==> src/rtl/tt_lut_eval_pkg.sv <==
// Shared types and constants for the truth-table evaluator.
package tt_lut_pkg;

   // Control states: normal per-vector service, table enumeration, and
   // waiting for the final enumeration result to drain.
   typedef enum logic [1:0] {
      IDLE  = 2'd0,
      SWEEP = 2'd1,
      DONE  = 2'd2
   } state_e;

   // Truth table loaded at reset unless the instance overrides it.
   localparam logic [15:0] TT_DEFAULT = 16'h8F63;

   // Truth-table width for an n-input function.
   function automatic int tt_w(input int n);
      return 1 << n;
   endfunction

endpackage

==> src/rtl/tt_lut_eval_if.sv <==
// Streaming, configuration and sweep signals of the truth-table evaluator.
interface tt_lut_eval_if #(
   parameter int NUM_IN = 4
);
   import tt_lut_pkg::*;

   localparam int TT_W = tt_w(NUM_IN);

   // Configuration
   logic              cfg_we;
   logic [TT_W-1:0]   cfg_tt;
   logic              cfg_err;

   // Input vector stream
   logic              in_valid;
   logic              in_ready;
   logic [NUM_IN-1:0] in_vec;

   // Result stream
   logic              out_valid;
   logic              out_ready;
   logic              out_bit;
   logic [NUM_IN-1:0] out_idx;

   // Table enumeration
   logic              sweep_start;
   logic              sweep_busy;
   logic              sweep_done;

   // Driver side (testbench or upstream logic).
   modport master (
      output cfg_we, cfg_tt, in_valid, in_vec, out_ready, sweep_start,
      input  cfg_err, in_ready, out_valid, out_bit, out_idx, sweep_busy, sweep_done
   );

   // Evaluator side.
   modport slave (
      input  cfg_we, cfg_tt, in_valid, in_vec, out_ready, sweep_start,
      output cfg_err, in_ready, out_valid, out_bit, out_idx, sweep_busy, sweep_done
   );

endinterface

==> src/rtl/tt_lut_eval_out_reg.sv <==
// Single-entry valid/ready output register. A new word may be loaded
// whenever the slot is empty or its current word leaves this cycle.
module tt_out_reg #(
   parameter int W = 5
) (
   input  logic         clk,
   input  logic         rst_n,
   input  logic         load_i,    // only honoured while ld_o is high
   input  logic [W-1:0] data_i,
   input  logic         ready_i,
   output logic         ld_o,
   output logic         valid_o,
   output logic [W-1:0] data_o
);

   logic         valid_q, valid_d;
   logic [W-1:0] data_q, data_d;

   assign ld_o    = !valid_q || ready_i;
   assign valid_o = valid_q;
   assign data_o  = data_q;

   // Refill or empty the slot when it is free; otherwise hold the word stable.
   always_comb begin
      valid_d = valid_q;
      data_d  = data_q;
      if (ld_o) begin
         valid_d = load_i;
         if (load_i) begin
            data_d = data_i;
         end
      end
   end

   // Slot state; the held word is cleared too so the outputs start at zero.
   always_ff @(posedge clk or negedge rst_n) begin
      if (!rst_n) begin
         valid_q <= 1'b0;
         data_q  <= '0;
      end else begin
         valid_q <= valid_d;
         data_q  <= data_d;
      end
   end

endmodule

==> src/rtl/tt_lut_eval.sv <==
// Registered NUM_IN-input Boolean function evaluator driven by a run-time
// loadable truth table, with a sweep mode that streams every table entry.
module tt_lut_eval
   import tt_lut_pkg::*;
#(
   parameter int           NUM_IN  = 4,
   parameter int           TT_W    = tt_w(NUM_IN),
   parameter logic [255:0] TT_INIT = 256'(TT_DEFAULT)
) (
   input logic         clk,
   input logic         rst_n,
   tt_lut_eval_if.slave bus
);

   // Reset table, zero-extended or truncated to the table width.
   localparam logic [TT_W-1:0] TT_RST = TT_INIT[TT_W-1:0];

   state_e            state_q, state_d;
   logic [NUM_IN-1:0] cnt_q, cnt_d;
   logic [TT_W-1:0]   table_q, table_d;
   logic              cfg_err_q, cfg_err_d;
   logic              done_q, done_d;

   logic              ld;
   logic              load;
   logic [NUM_IN:0]   load_data;
   logic              in_rdy;
   logic              out_valid;
   logic [NUM_IN:0]   out_data;

   // Next state, table update and the word offered to the output register.
   always_comb begin
      state_d   = state_q;
      cnt_d     = cnt_q;
      table_d   = table_q;
      cfg_err_d = 1'b0;
      done_d    = 1'b0;
      in_rdy    = 1'b0;
      load      = 1'b0;
      load_data = {table_q[bus.in_vec], bus.in_vec};

      unique case (state_q)
         IDLE: begin
            // A sweep request wins over a pending vector in the same cycle.
            if (bus.sweep_start) begin
               state_d = SWEEP;
            end else begin
               in_rdy = ld;
               load   = bus.in_valid && ld;
            end
            // The lookup above reads table_q, so a vector accepted
            // alongside a write still sees the old table.
            if (bus.cfg_we) begin
               table_d = bus.cfg_tt;
            end
         end

         SWEEP: begin
            load_data = {table_q[cnt_q], cnt_q};
            cfg_err_d = bus.cfg_we;
            if (ld) begin
               load  = 1'b1;
               cnt_d = cnt_q + 1'b1;   // wraps to 0 after the last entry
               if (&cnt_q) begin
                  state_d = DONE;
               end
            end
         end

         DONE: begin
            cfg_err_d = bus.cfg_we;
            // Finish only once the last enumerated result has left.
            if (out_valid && bus.out_ready) begin
               done_d  = 1'b1;
               state_d = IDLE;
            end
         end

         default: begin
            state_d = IDLE;
         end
      endcase
   end

   // Control, counter and table registers.
   always_ff @(posedge clk or negedge rst_n) begin
      if (!rst_n) begin
         state_q   <= IDLE;
         cnt_q     <= '0;
         table_q   <= TT_RST;
         cfg_err_q <= 1'b0;
         done_q    <= 1'b0;
      end else begin
         state_q   <= state_d;
         cnt_q     <= cnt_d;
         table_q   <= table_d;
         cfg_err_q <= cfg_err_d;
         done_q    <= done_d;
      end
   end

   tt_out_reg #(
      .W(NUM_IN + 1)
   ) u_out_reg (
      .clk     (clk),
      .rst_n   (rst_n),
      .load_i  (load),
      .data_i  (load_data),
      .ready_i (bus.out_ready),
      .ld_o    (ld),
      .valid_o (out_valid),
      .data_o  (out_data)
   );

   assign bus.in_ready   = in_rdy;
   assign bus.out_valid  = out_valid;
   assign bus.out_bit    = out_data[NUM_IN];
   assign bus.out_idx    = out_data[NUM_IN-1:0];
   assign bus.cfg_err    = cfg_err_q;
   assign bus.sweep_busy = (state_q != IDLE);
   assign bus.sweep_done = done_q;

endmodule

==> src/flat_wrapper.sv <==
// flat-port wrapper written by rule: the top's interface ports become plain ports
module tt_lut_eval_flat import tt_lut_pkg::*;
#(
   parameter int           NUM_IN  = 4,
   parameter int           TT_W    = tt_w(NUM_IN),
   parameter logic [255:0] TT_INIT = 256'(TT_DEFAULT)
)
  (clk, rst_n, bus_cfg_we, bus_cfg_tt, bus_in_valid, bus_in_vec, bus_out_ready, bus_sweep_start, bus_cfg_err, bus_in_ready, bus_out_valid, bus_out_bit, bus_out_idx, bus_sweep_busy, bus_sweep_done);
  tt_lut_eval_if #(.NUM_IN(NUM_IN)) bus_i ();
  input logic clk;
  input logic rst_n;
  input wire logic [$bits(bus_i.cfg_we)-1:0] bus_cfg_we;
  input wire logic [$bits(bus_i.cfg_tt)-1:0] bus_cfg_tt;
  input wire logic [$bits(bus_i.in_valid)-1:0] bus_in_valid;
  input wire logic [$bits(bus_i.in_vec)-1:0] bus_in_vec;
  input wire logic [$bits(bus_i.out_ready)-1:0] bus_out_ready;
  input wire logic [$bits(bus_i.sweep_start)-1:0] bus_sweep_start;
  output wire logic [$bits(bus_i.cfg_err)-1:0] bus_cfg_err;
  output wire logic [$bits(bus_i.in_ready)-1:0] bus_in_ready;
  output wire logic [$bits(bus_i.out_valid)-1:0] bus_out_valid;
  output wire logic [$bits(bus_i.out_bit)-1:0] bus_out_bit;
  output wire logic [$bits(bus_i.out_idx)-1:0] bus_out_idx;
  output wire logic [$bits(bus_i.sweep_busy)-1:0] bus_sweep_busy;
  output wire logic [$bits(bus_i.sweep_done)-1:0] bus_sweep_done;
  assign bus_i.cfg_we = bus_cfg_we;
  assign bus_i.cfg_tt = bus_cfg_tt;
  assign bus_i.in_valid = bus_in_valid;
  assign bus_i.in_vec = bus_in_vec;
  assign bus_i.out_ready = bus_out_ready;
  assign bus_i.sweep_start = bus_sweep_start;
  assign bus_cfg_err = bus_i.cfg_err;
  assign bus_in_ready = bus_i.in_ready;
  assign bus_out_valid = bus_i.out_valid;
  assign bus_out_bit = bus_i.out_bit;
  assign bus_out_idx = bus_i.out_idx;
  assign bus_sweep_busy = bus_i.sweep_busy;
  assign bus_sweep_done = bus_i.sweep_done;
  tt_lut_eval #(.NUM_IN(NUM_IN), .TT_W(TT_W), .TT_INIT(TT_INIT)) u_core (.clk(clk), .rst_n(rst_n), .bus(bus_i));
endmodule
==> config.mk <==
export PLATFORM = sky130hd
export DESIGN_NAME = tt_lut_eval_flat
export DESIGN_NICKNAME = d
export VERILOG_FILES = /design/src/rtl/tt_lut_eval_pkg.sv /design/src/rtl/tt_lut_eval_if.sv /design/src/rtl/tt_lut_eval_out_reg.sv /design/src/rtl/tt_lut_eval.sv /design/src/flat_wrapper.sv
export SDC_FILE = /design/constraint.sdc
export NUM_CORES = 1
export LEC_CHECK = 0
export CORE_AREA = 2 2 83 85
export CTS_CLUSTER_DIAMETER = 80
export CTS_CLUSTER_SIZE = 25
export DETAILED_ROUTE_END_ITERATION = 7
export DIE_AREA = 0 0 85 87
export HOLD_SLACK_MARGIN = 0.03
export MAX_ROUTING_LAYER = met4
export PLACE_DENSITY = 0.46
export SLEW_MARGIN = 20
export SYNTH_ARGS = -nofsm -noshare
export SYNTH_HDL_FRONTEND = slang
export SYNTH_SLANG_ARGS = --single-unit
==> constraint.sdc <==
create_clock -name clk -period 3.7 [get_ports clk]
set_input_delay 0.37 -clock clk [delete_from_list [all_inputs] [get_ports clk]]
set_output_delay 0.37 -clock clk [all_outputs]
set_load 0.01 [all_outputs]
======== After elaboration in Yosys (flattened, before gate mapping) ========
Index checks and enable logic that the tools add are counted.
Widths: inputs -> output; s select.
operators by class
  add/subtract/negate cells ............... 1
  multiply operators ...................... 0
  div/mod/pow operators ................... 0
  $lt $le $gt $ge ......................... 2
  eq/ne operators ......................... 6
  shifts and indexed selects .............. 0
  multiplexer cells ....................... 18
  bitwise operators ....................... 0
  reduce and logical (&&, ||, !) cells .... 12
operator list
  operator             count
  $lt 4x5->1 const B   2
  $mux 1               9
  $bmux 1 s4           2
  $mux 2               4
  $reduce_and 4->1     2
  $ne 2x1->1 const B   3
  $pmux 2 s3           1
  $reduce_and 2->1     3
  $mux 5               1
  $add 4x1->4 const B  1
  $eq 2x1->1 const B   1
  $eq 2x2->1 const B   1
  $logic_and 1x1->1    2
  $logic_not 2->1      1
  $ne 2x2->1 const B   1
  $pmux 1 s2           1
  $reduce_bool 2->1    1
  $reduce_or 2->1      1
  $logic_not 1->1      1
  $logic_or 1x1->1     1
word-level totals
  flip-flop bits (word level) ............. 30
  latch bits .............................. 0
  bits in writable memories ............... 0
  ROM bits ................................ 0
  output and inout bits ................... 10
  logic and storage cells ................. 46
  memories ................................ 0

======== Depth between registers and ports, before layout ========
Gate-level depths: netlist of run 1.
  word-level depth ........................ 6
  depth in mapped cells ................... 7
  mapped depth without buffers ............ 6

======== Modules after synthesis ========
Synthesis of run 1 repeated with hierarchy kept, for this count alone.
unflattened totals
  cell total of the unflattened synthesis .. 117
  area total of the unflattened synthesis .. 1657.8 µm²
modules (own cells, without submodules)
  module       instances  cells each  area an instance (µm²)  sequential area each (µm²)
  tt_lut_eval  1          103         1400.1                  611.8
  tt_out_reg   1          14          257.7                   150.1

======== Worst setup path after synthesis of run 1 ========
Ideal clock, no wire load.
  path kind ............................... reg2reg
  from .................................... register u_core.cnt_q[0]
  to ...................................... register u_core.u_out_reg.data_q[4], in the netlist u_core.u_out_reg.data_o[4]
  arrival time ............................ 1560 ps
  data required time ...................... 3608 ps
  slack ................................... 2049 ps
  cell stages (with the launch flop) ...... 6
  cells stage by stage .................... dfrtp_1 buf_6 mux2i_1 mux4_2 a32o_1 o31ai_2
on the way
  cells in the longest elaborated chain, start to end .. 3
RTL lines
  element                       line                       text
  start: declaration            tt_lut_eval.sv:19          logic [NUM_IN-1:0] cnt_q, cnt_d;
  start signal: assignment      tt_lut_eval.sv:95          cnt_q <= cnt_d;
  $bmux 1 s4                    tt_lut_eval.sv:59          load_data = {table_q[cnt_q], cnt_q};
  $mux 1 (not written as such)  tt_lut_eval.sv:59
  $mux 5                        tt_lut_eval.sv:42          unique case (state_q)
  end signal: assignment        tt_lut_eval_out_reg.sv:42  data_q <= data_d;
  end: declaration              tt_lut_eval_out_reg.sv:17  logic [W-1:0] data_q, data_d;
No other way between the ends. The select of a mux whose other input is x is not followed.
A chain may end at the register's enable or synchronous reset.

======== Final worst setup path of run 1 ========
  from .................................... input port bus_out_ready
  to ...................................... output port bus_in_ready
on the way
  cells in the longest elaborated chain, start to end .. 3
RTL lines
  element             line                       text
  start: declaration  flat_wrapper.sv:16         input wire logic [$bits(bus_i.out_ready)-1:0] bus_out_ready;
  $logic_or 1x1->1    tt_lut_eval_out_reg.sv:19  assign ld_o = !valid_q || ready_i;
  $mux 1              tt_lut_eval.sv:45          if (bus.sweep_start) begin
  $mux 1              tt_lut_eval.sv:42
  end: declaration    flat_wrapper.sv:19         output wire logic [$bits(bus_i.in_ready)-1:0] bus_in_ready;
No other way between the ends.

==> results of run 1 <==
## worst min-delay path, delay by kind of cell (launching register included)
| family | cells | cell delay [ns] |
|---|---|---|
| compound gates | 1 | 0.06 |
| flops | 1 | 0.34 |
| simple gates | 1 | 0.04 |
## layout by cell type (no fill, tap or decap), drive strengths merged, types with 4 or more instances in the layout
cell type / synthesis / final
clkdlybuf4s50: 0 / 35
dfrtp: 21 / 21
mux2i: 20 / 20
mux2: 17 / 17
nand2: 9 / 9
dfstp: 9 / 9
clkbuf: 3 / 8
inv: 5 / 5
o21ai: 5 / 5
mux4: 4 / 4
ha: 4 / 4
## worst paths after layout
check / start / to / slack, ns
worst max-delay path: bus_out_ready / bus_in_ready / 1.40
worst min-delay path: u_core.u_out_reg.data_o[2] / u_core.u_out_reg.data_o[2] / 0.48
worst max register to register: u_core.cnt_q[0] / u_core.u_out_reg.data_o[4] / 1.78
worst min register to register: u_core.u_out_reg.data_o[2] / u_core.u_out_reg.data_o[2] / 0.48
max in group asynchronous: rst_n / u_core.table_q[8] / 2.90
min in group asynchronous: rst_n / u_core.table_q[7] / 0.49
## cell families (layout without fill, tap and decap cells)
| family | Yosys count | after routing |
|---|---|---|
| XOR/XNOR | 3 | 3 |
| AND/OR/NAND/NOR | 21 | 21 |
| flip-flops | 30 | 30 |
| AO/OA/AOI/OAI | 13 | 13 |
| buffers and inverters | 11 | 50 |
| adder cells (fa/ha/maj) | 4 | 4 |
| multiplexers | 41 | 41 |
## metal layers
layer	vias to the layer above	track usage, %
met5	-	-
met4	0	4.33
met3	7	3.13
met2	30	17.0
met1	524	12.0
li1	518	-
## power by group through the flow
stage / Sequential (mW) / Combinational, mW / Clock (mW)
6_report: 0.697 / 0.751 / 0.265
5_1_grt: 0.725 / 0.841 / 0.291
4_1_cts: 0.702 / 0.770 / 0.279
3_5_place_dp: 0.706 / 0.767 / 0
3_3_place_gp: 0.700 / 0.747 / 0
2_1_floorplan: 0.641 / 0.562 / 0
## per-stage QoR
step           hold WS, ns  std cells  util (%)
2_1_floorplan       0.0744        123         -
3_3_place_gp         0.473        234      30.4
3_5_place_dp         0.478        234      30.4
4_1_cts              0.492        242      31.8
5_1_grt              0.513        242      31.8
6_report             0.482        242      31.8
## layout make-up
cell class                 count  area (sq um)  share of cell area [%]
sequential                    30           762                    36.5
multi-input combinational     82           753                    36.0
timing repair buffer          37           365                    17.5
tap                           80           100                    4.79
clock buffer                   8          90.1                    4.31
inverter                       5          18.8                   0.898
## synthesized netlist by cell type (all sizes together)
cell type / n / area (sq um)
a32o: 2 / 20.0
a31oi: 1 / 6.26
a21boi: 1 / 7.51
and2: 1 / 6.26
xnor2: 2 / 17.5
nand3: 2 / 10.0
o21ai: 5 / 25.0
xor2: 1 / 8.76
inv: 5 / 18.8
mux2i: 20 / 200
dfstp: 9 / 236
a21oi: 2 / 10.0
and3b: 1 / 8.76
nand4: 1 / 6.26
nor2: 2 / 7.51
and3: 2 / 12.5
clkbuf: 3 / 11.3
o31ai: 1 / 12.5
buf: 3 / 22.5
nor3b: 1 / 7.51
nand2: 9 / 33.8
mux2: 17 / 191
ha: 4 / 50.1
mux4: 4 / 90.1
nor2b: 1 / 6.26
dfrtp: 21 / 526
nand2b: 1 / 6.26
a2bb2oi: 1 / 8.76
## registers in the layout (all words and copies together) (netlist names)
name	cells
u_core.bus.cfg_err	1
u_core.bus.sweep_done	1
u_core.cnt_q	4
u_core.state_q	2
u_core.table_q	16
u_core.u_out_reg.data_o	5
u_core.u_out_reg.valid_o	1
==> metrics.cfg, run 1 <==
[worst_hold_path]
worstHoldPathType=register to register
hold_depth=2

[route]
vias=1079
initialDrtViolationCount=47
routedWlPerCell_um=14.0
met3_length_um=153
viasPerCell=4.46
dr.pass1.iters=3
drcViolationCount=0
final_antenna_net_count=0
met2RoutedLength_um=1720
m1WireLength_um=1470
wl_um=3390
top_layer_used=met4

[critical_path]
critPathKind=input port to output port
cp.depth=4
start_kind=input port
worst_ep_arrival_time_ns=1.93
path_cells=clkdlybuf4s50_1 > nand2b_1 > nor3b_1 > clkdlybuf4s50_1
cp_top_family=buffers and inverters
cp_slowest_stage_delay_ns=0.56
cp_slowest_cell=clkdlybuf4s50_1
critPathBufInv=2
cpMostUsedCell=clkdlybuf4s50_1
cp.required_ns=3.33
r2r_cells=4
cp-end-kind=output port
path_max_fanout=7

[grt]
global_route.usage.total_pct=10.4
grt_start_max_net_pins=31
grt_pass1_wl_um=5680
antenna_found_initial=0
globalRouteOverflowTotal=0
grt_pass1_vias=1207

[synthesis]
syn_nets=153
synthSimpleGateAreaFrac_pct=6.70
muxShareOfSynthArea_pct=30.7
synth_xor_area_share_pct=1.68
synth_top_family_by_area=multiplexers
synth_seq_cells=30
synthCells=123
yosys_warnings=0
synthAdderAreaFrac_pct=3.19
synth-compound-area-share_pct=5.75
synthesis.area_sq_um=1570
ys_types=30
synth-seq-area-share_pct=48.6
syn_avg_cell_area_sq_um=12.7

[sta]
drv_slew=0
fin_crit_ns=2.30
setup_viol=0
post-route-period-util_pct=62.1
slew_headroom_pct=56.3
timing.fmax_mhz=436
fin_skew_ns=0.00354
final.setup.tns_ns=0
worst_slew_pin_slew_ns=0.654
rsz0062_at_grt=false
setup_slack_ns=1.40
hold_violations=0

[layout]
fin_nets=191
diodes=0
drive_gt1_share_pct=24.1
nFillCells=662
syn2layout_area_growth_pct=33.3
finalInstanceArea_sq_um=2090

[clock_tree]
htreeDepth=2
worstSkewPairLatency_ns=0.27
cts_hold_buf=0
cts-resized-gates=0
cts_sinks=30
cts_root_buf=clkbuf_8
post-cts-setup-buffers=0
cts_buffers=5
clock_path_buffers=2
cts_tree=yes
clkTransAtPathRegs_ns=0.06

[placement]
place.gp.congestion=0.764
portBuffers=35
hpwl_um=2640
pre_cts_ws_ns=1.37
place_area_sq_um=2000

[die]
initial_utilization_pct=23.9
coreArea_sq_um=6570
rows=30
die_height_um=87
io-pin-count=36
fp.dieArea_sq_um=7400
dieWidth_um=85

[power_and_ir_drop]
power.density_nw_per_um2=820
pwr-share-clk_pct=15.5
p_leak_nw=0.892
intPower_mw=1.13
p_sw_share_pct=34.1
p_total_mw=1.71
power_frac_seq_pct=40.7
power_frac_comb_pct=43.8
p_switching_mw=0.584
ir_worst_vdd_uv=306

[outcome]
status=complete, no violations

[job]
cap_violations=0

No activity file was read; power rests on OpenSTA's default activity.
==> inputs of run 2 (changes only) <==
PLACE_DENSITY = 0.47   (was 0.46)
clock period = 2.1 ns   (was 3.7 ns; I/O delays follow)
==> metrics.cfg, run 2 (synthesized netlist as in run 1, its figures left out) <==
[clock_tree]
cts_tree=yes
cts_sinks=30
clock_path_buffers=2
htreeDepth=2
cts_buffers=5
clkTransAtPathRegs_ns=0.07
worstSkewPairLatency_ns=0.28
cts_root_buf=clkbuf_8
cts_hold_buf=0

[grt]
grt_pass1_wl_um=6060
grt_start_max_net_pins=31
grt_pass1_vias=1243
globalRouteOverflowTotal=0
antenna_found_initial=0
global_route.usage.total_pct=10.8

[layout]
largest_reg_flops=16
syn2layout_area_growth_pct=35.8
fin_nets=195
mostFrequentLayoutCell=clkdlybuf4s50_1
regMostFlops=u_core.table_q
nFillCells=661
drive_gt1_share_pct=27.1
final_cell_mix=34 x clkdlybuf4s50_1, 21 x dfrtp_1, 20 x mux2i_1
diodes=0

[critical_path]
cp.required_ns=2.30
worst_ep_arrival_time_ns=2.06
path_max_fanout=9
critPathKind=register to register
cp-end-kind=register
start_kind=register

[power_and_ir_drop]
power.density_nw_per_um2=1440
ir_worst_vdd_uv=452
p_total_mw=3.06
p_leak_nw=0.931

[placement]
hpwl_um=2670
portBuffers=35
place.gp.congestion=0.767

[route]
wl_um=3430
viasPerCell=4.47
drcViolationCount=0
dr.pass1.iters=4
initialDrtViolationCount=21
final_antenna_net_count=0
vias=1099
routedWlPerCell_um=13.9

[sta]
timing.fmax_mhz=537
hold_violations=0
fin_crit_ns=1.86
fin_skew_ns=0.00664
rsz0062_at_grt=false
slew_headroom_pct=64.9
setup_viol=0
final.setup.tns_ns=0
worst_slew_pin_slew_ns=0.526
holdWs_ns=0.324
drv_slew=0
post-route-period-util_pct=88.6

[die]
die_height_um=87
io-pin-count=36
coreArea_sq_um=6570
dieWidth_um=85
fp.dieArea_sq_um=7400
initial_utilization_pct=23.9
rows=30

[job]
cap_violations=0

[outcome]
status=complete, no violations

[worst_hold_path]
worstHoldPathType=input port to async pin

==> run 2: critical path, stage by stage, from the launching register on <==
cell and delay, ns:
dfrtp_1 0.63, mux2i_1 0.18, mux4_2 0.48, a32o_1 0.28, o31ai_2 0.21
==> run 2: power breakdown <==
part / switching (mW) / leakage [nW] / internal [mW] / total, mW
Sequential: 0.285 / 0.349 / 0.932 / 1.22
Combinational: 0.549 / 0.533 / 0.819 / 1.37
Clock: 0.214 / 0.0482 / 0.264 / 0.478
==> run 2: final cells by class <==
class / instances / area [sq um] / share of cell area (%)
clock buffers: 7 / 86.3 / 4.06
clock inverters: 1 / 5.00 / 0.235
inverters: 5 / 18.8 / 0.882
multi-input cells: 82 / 758 / 35.6
flip-flops and latches: 30 / 762 / 35.8
well taps: 80 / 100 / 4.70
repair buffers: 41 / 398 / 18.7
==> run 2: repair_timing <==
item / 4_1_cts / 5_1_grt
gates resized for setup: 0 / 2
endpoints found under the hold margin: 0 / 0
setup buffers: 0 / 0
setup endpoints to repair: 0 / 1
==> run 2: per-stage QoR <==
| step | area, sq um | setup slack (ns) | util [%] | instances |
|---|---|---|---|---|
| floorplan | 1570 | 0.449 | - | 123 |
| global placement | 2030 | 0.181 | 30.9 | 238 |
| detailed placement | 2030 | 0.162 | 30.9 | 238 |
| CTS | 2120 | 0.0551 | 32.3 | 246 |
| global route | 2130 | 0.156 | 32.4 | 246 |
| finish | 2130 | 0.239 | 32.4 | 246 |
==> run 2: worst paths after layout <==
check | from | endpoint | slack [ns] | depth (start not counted)
setup / recovery | u_core.cnt_q[0] | u_core.u_out_reg.data_o[4] | 0.24 | 4
hold / removal | rst_n | u_core.cnt_q[0] | 0.32 | 2
setup reg to reg | u_core.cnt_q[0] | u_core.u_out_reg.data_o[4] | 0.24 | 4
hold reg to reg | u_core.u_out_reg.data_o[3] | u_core.u_out_reg.data_o[3] | 0.48 | 2
max in group asynchronous | rst_n | u_core.table_q[1] | 1.46 | 2
min in group clk | u_core.u_out_reg.data_o[3] | u_core.u_out_reg.data_o[3] | 0.48 | 2
==> run 2: per-layer routing <==
layer | vias to the layer above | wire length, um | global-route usage (%)
met5 | - | 0 | -
met1 | 532 | 1550 | 12.9
met4 | 0 | 80 | 4.04
li1 | 521 | - | -
met3 | 8 | 226 | 3.70
met2 | 38 | 1580 | 16.8
==> inputs of run 3 (changes only) <==
MAX_ROUTING_LAYER = default   (was met4)
==> metrics.cfg, run 3 (synthesized netlist as in run 1, its figures left out) <==
[layout]
drive_gt1_share_pct=27.1
regMostFlops=u_core.table_q
finalInstanceArea_sq_um=2130
fin_nets=195
diodes=0
syn2layout_area_growth_pct=35.8
instances_no_fill=246
mostFrequentLayoutCell=clkdlybuf4s50_1
largest_reg_flops=16
final_cell_mix=34 x clkdlybuf4s50_1, 21 x dfrtp_1, 20 x mux2i_1
nFillCells=661

[critical_path]
cp-end-kind=register
critPathKind=register to register
path_max_fanout=9
timing.rr.end=u_core.u_out_reg.data_o[4]
r2r_start=u_core.cnt_q[0]
start_kind=register
worst_ep_arrival_time_ns=2.05
r2r_setup_slack_ns=0.25
cp.required_ns=2.30
r2r_cells=4

[route]
drcViolationCount=0
dr.pass1.iters=4
viasPerCell=4.50
vias=1107
routedWlPerCell_um=13.9
wl_um=3410
final_antenna_net_count=0
initialDrtViolationCount=34

[power_and_ir_drop]
ir_worst_vdd_uv=451
pwr-share-clk_pct=15.6
power_frac_seq_pct=39.7
p_leak_nw=0.931
power.density_nw_per_um2=1440
p_sw_share_pct=34.1
intPower_mw=2.01
power_frac_comb_pct=44.7
p_switching_mw=1.04

[sta]
post-route-period-util_pct=88.1
final.setup.tns_ns=0
worst_slew_pin_slew_ns=0.526
slew_headroom_pct=64.9
drv_slew=0
fin_crit_ns=1.85
setup_slack_ns=0.250
timing.fmax_mhz=541
hold_violations=0
setup_viol=0
fin_skew_ns=0.00627
rsz0062_at_grt=false

[placement]
dp_cells=238
hpwl_um=2670
portBuffers=35
place_area_sq_um=2030
place.gp.congestion=0.757
pre_cts_ws_ns=0.162

[worst_hold_path]
worstHoldPathType=input port to async pin

[job]
cap_violations=0

[clock_tree]
htreeDepth=2
cts_sinks=30
cts_root_buf=clkbuf_8
cts_buffers=5
clkTransAtPathRegs_ns=0.07
clock_path_buffers=2
worstSkewPairLatency_ns=0.28
cts_tree=yes

[die]
dieWidth_um=85
initial_utilization_pct=23.9
io-pin-count=36
rows=30
fp.dieArea_sq_um=7400
die_height_um=87
coreArea_sq_um=6570

[grt]
global_route.usage.total_pct=10.5
grt_start_max_net_pins=31
antenna_found_initial=0
globalRouteOverflowTotal=0
grt_pass1_wl_um=6050
grt_pass1_vias=1245

[outcome]
status=complete, no violations

## run 3: final cells by class
cell class                 count  area, sq um  share of cell area (%)
clock buffer                   7         86.3                    4.06
clock inverter                 1         5.00                   0.235
inverter                       5         18.8                   0.882
multi-input combinational     82          758                    35.6
sequential                    30          762                    35.8
tap                           80          100                    4.70
timing repair buffer          41          398                    18.7
## run 3: power by group through the flow
stage	Sequential [mW]	Combinational (mW)	Clock, mW
finish	1.21	1.37	0.477
global route	1.27	1.54	0.535
CTS	1.23	1.39	0.502
detailed placement	1.24	1.39	0
global placement	1.23	1.35	0
floorplan	1.13	0.990	0
## run 3: through the flow
step / hold WS (ns) / total power, mW / utilization (%)
2_1_floorplan: -0.0856 / 2.12 / -
3_3_place_gp: 0.471 / 2.58 / 30.9
3_5_place_dp: 0.482 / 2.63 / 30.9
4_1_cts: 0.331 / 3.13 / 32.3
5_1_grt: 0.356 / 3.34 / 32.4
6_report: 0.323 / 3.06 / 32.4
## run 3: critical path, cell delays in order (launching register included)
cell and delay (ns):
dfrtp_1 0.63, mux2i_1 0.17, mux4_2 0.48, a32o_1 0.28, o31ai_2 0.21
## run 3: worst max-delay path by stage
stage                       from                    endpoint  cells past startpoint  slack, ns
6_report         u_core.cnt_q[0]  u_core.u_out_reg.data_o[4]                      4       0.25
5_1_grt        u_core.state_q[0]              bus_sweep_busy                      4       0.16
4_1_cts        u_core.state_q[0]                bus_in_ready                      5       0.06
3_5_place_dp       bus_in_vec[0]  u_core.u_out_reg.data_o[4]                      6       0.16
3_3_place_gp       bus_in_vec[0]  u_core.u_out_reg.data_o[4]                      6       0.18
2_1_floorplan    u_core.cnt_q[0]  u_core.u_out_reg.data_o[4]                      5       0.45
## run 3: metal layers
| layer | vias up | global-route usage [%] | wire length, um |
|---|---|---|---|
| met4 | 0 | 4.04 | 72 |
| met3 | 9 | 3.98 | 227 |
| li1 | 521 | - | - |
| met1 | 537 | 12.6 | 1540 |
| met2 | 40 | 16.9 | 1580 |
| met5 | - | 0 | 0 |
## run 3: what timing repair did
| action | 4_1_cts | 5_1_grt |
|---|---|---|
| hold buffers | 0 | 0 |
| buffers inserted | 0 | 0 |
| setup endpoints to repair | 0 | 1 |
| gates resized for setup | 0 | 2 |
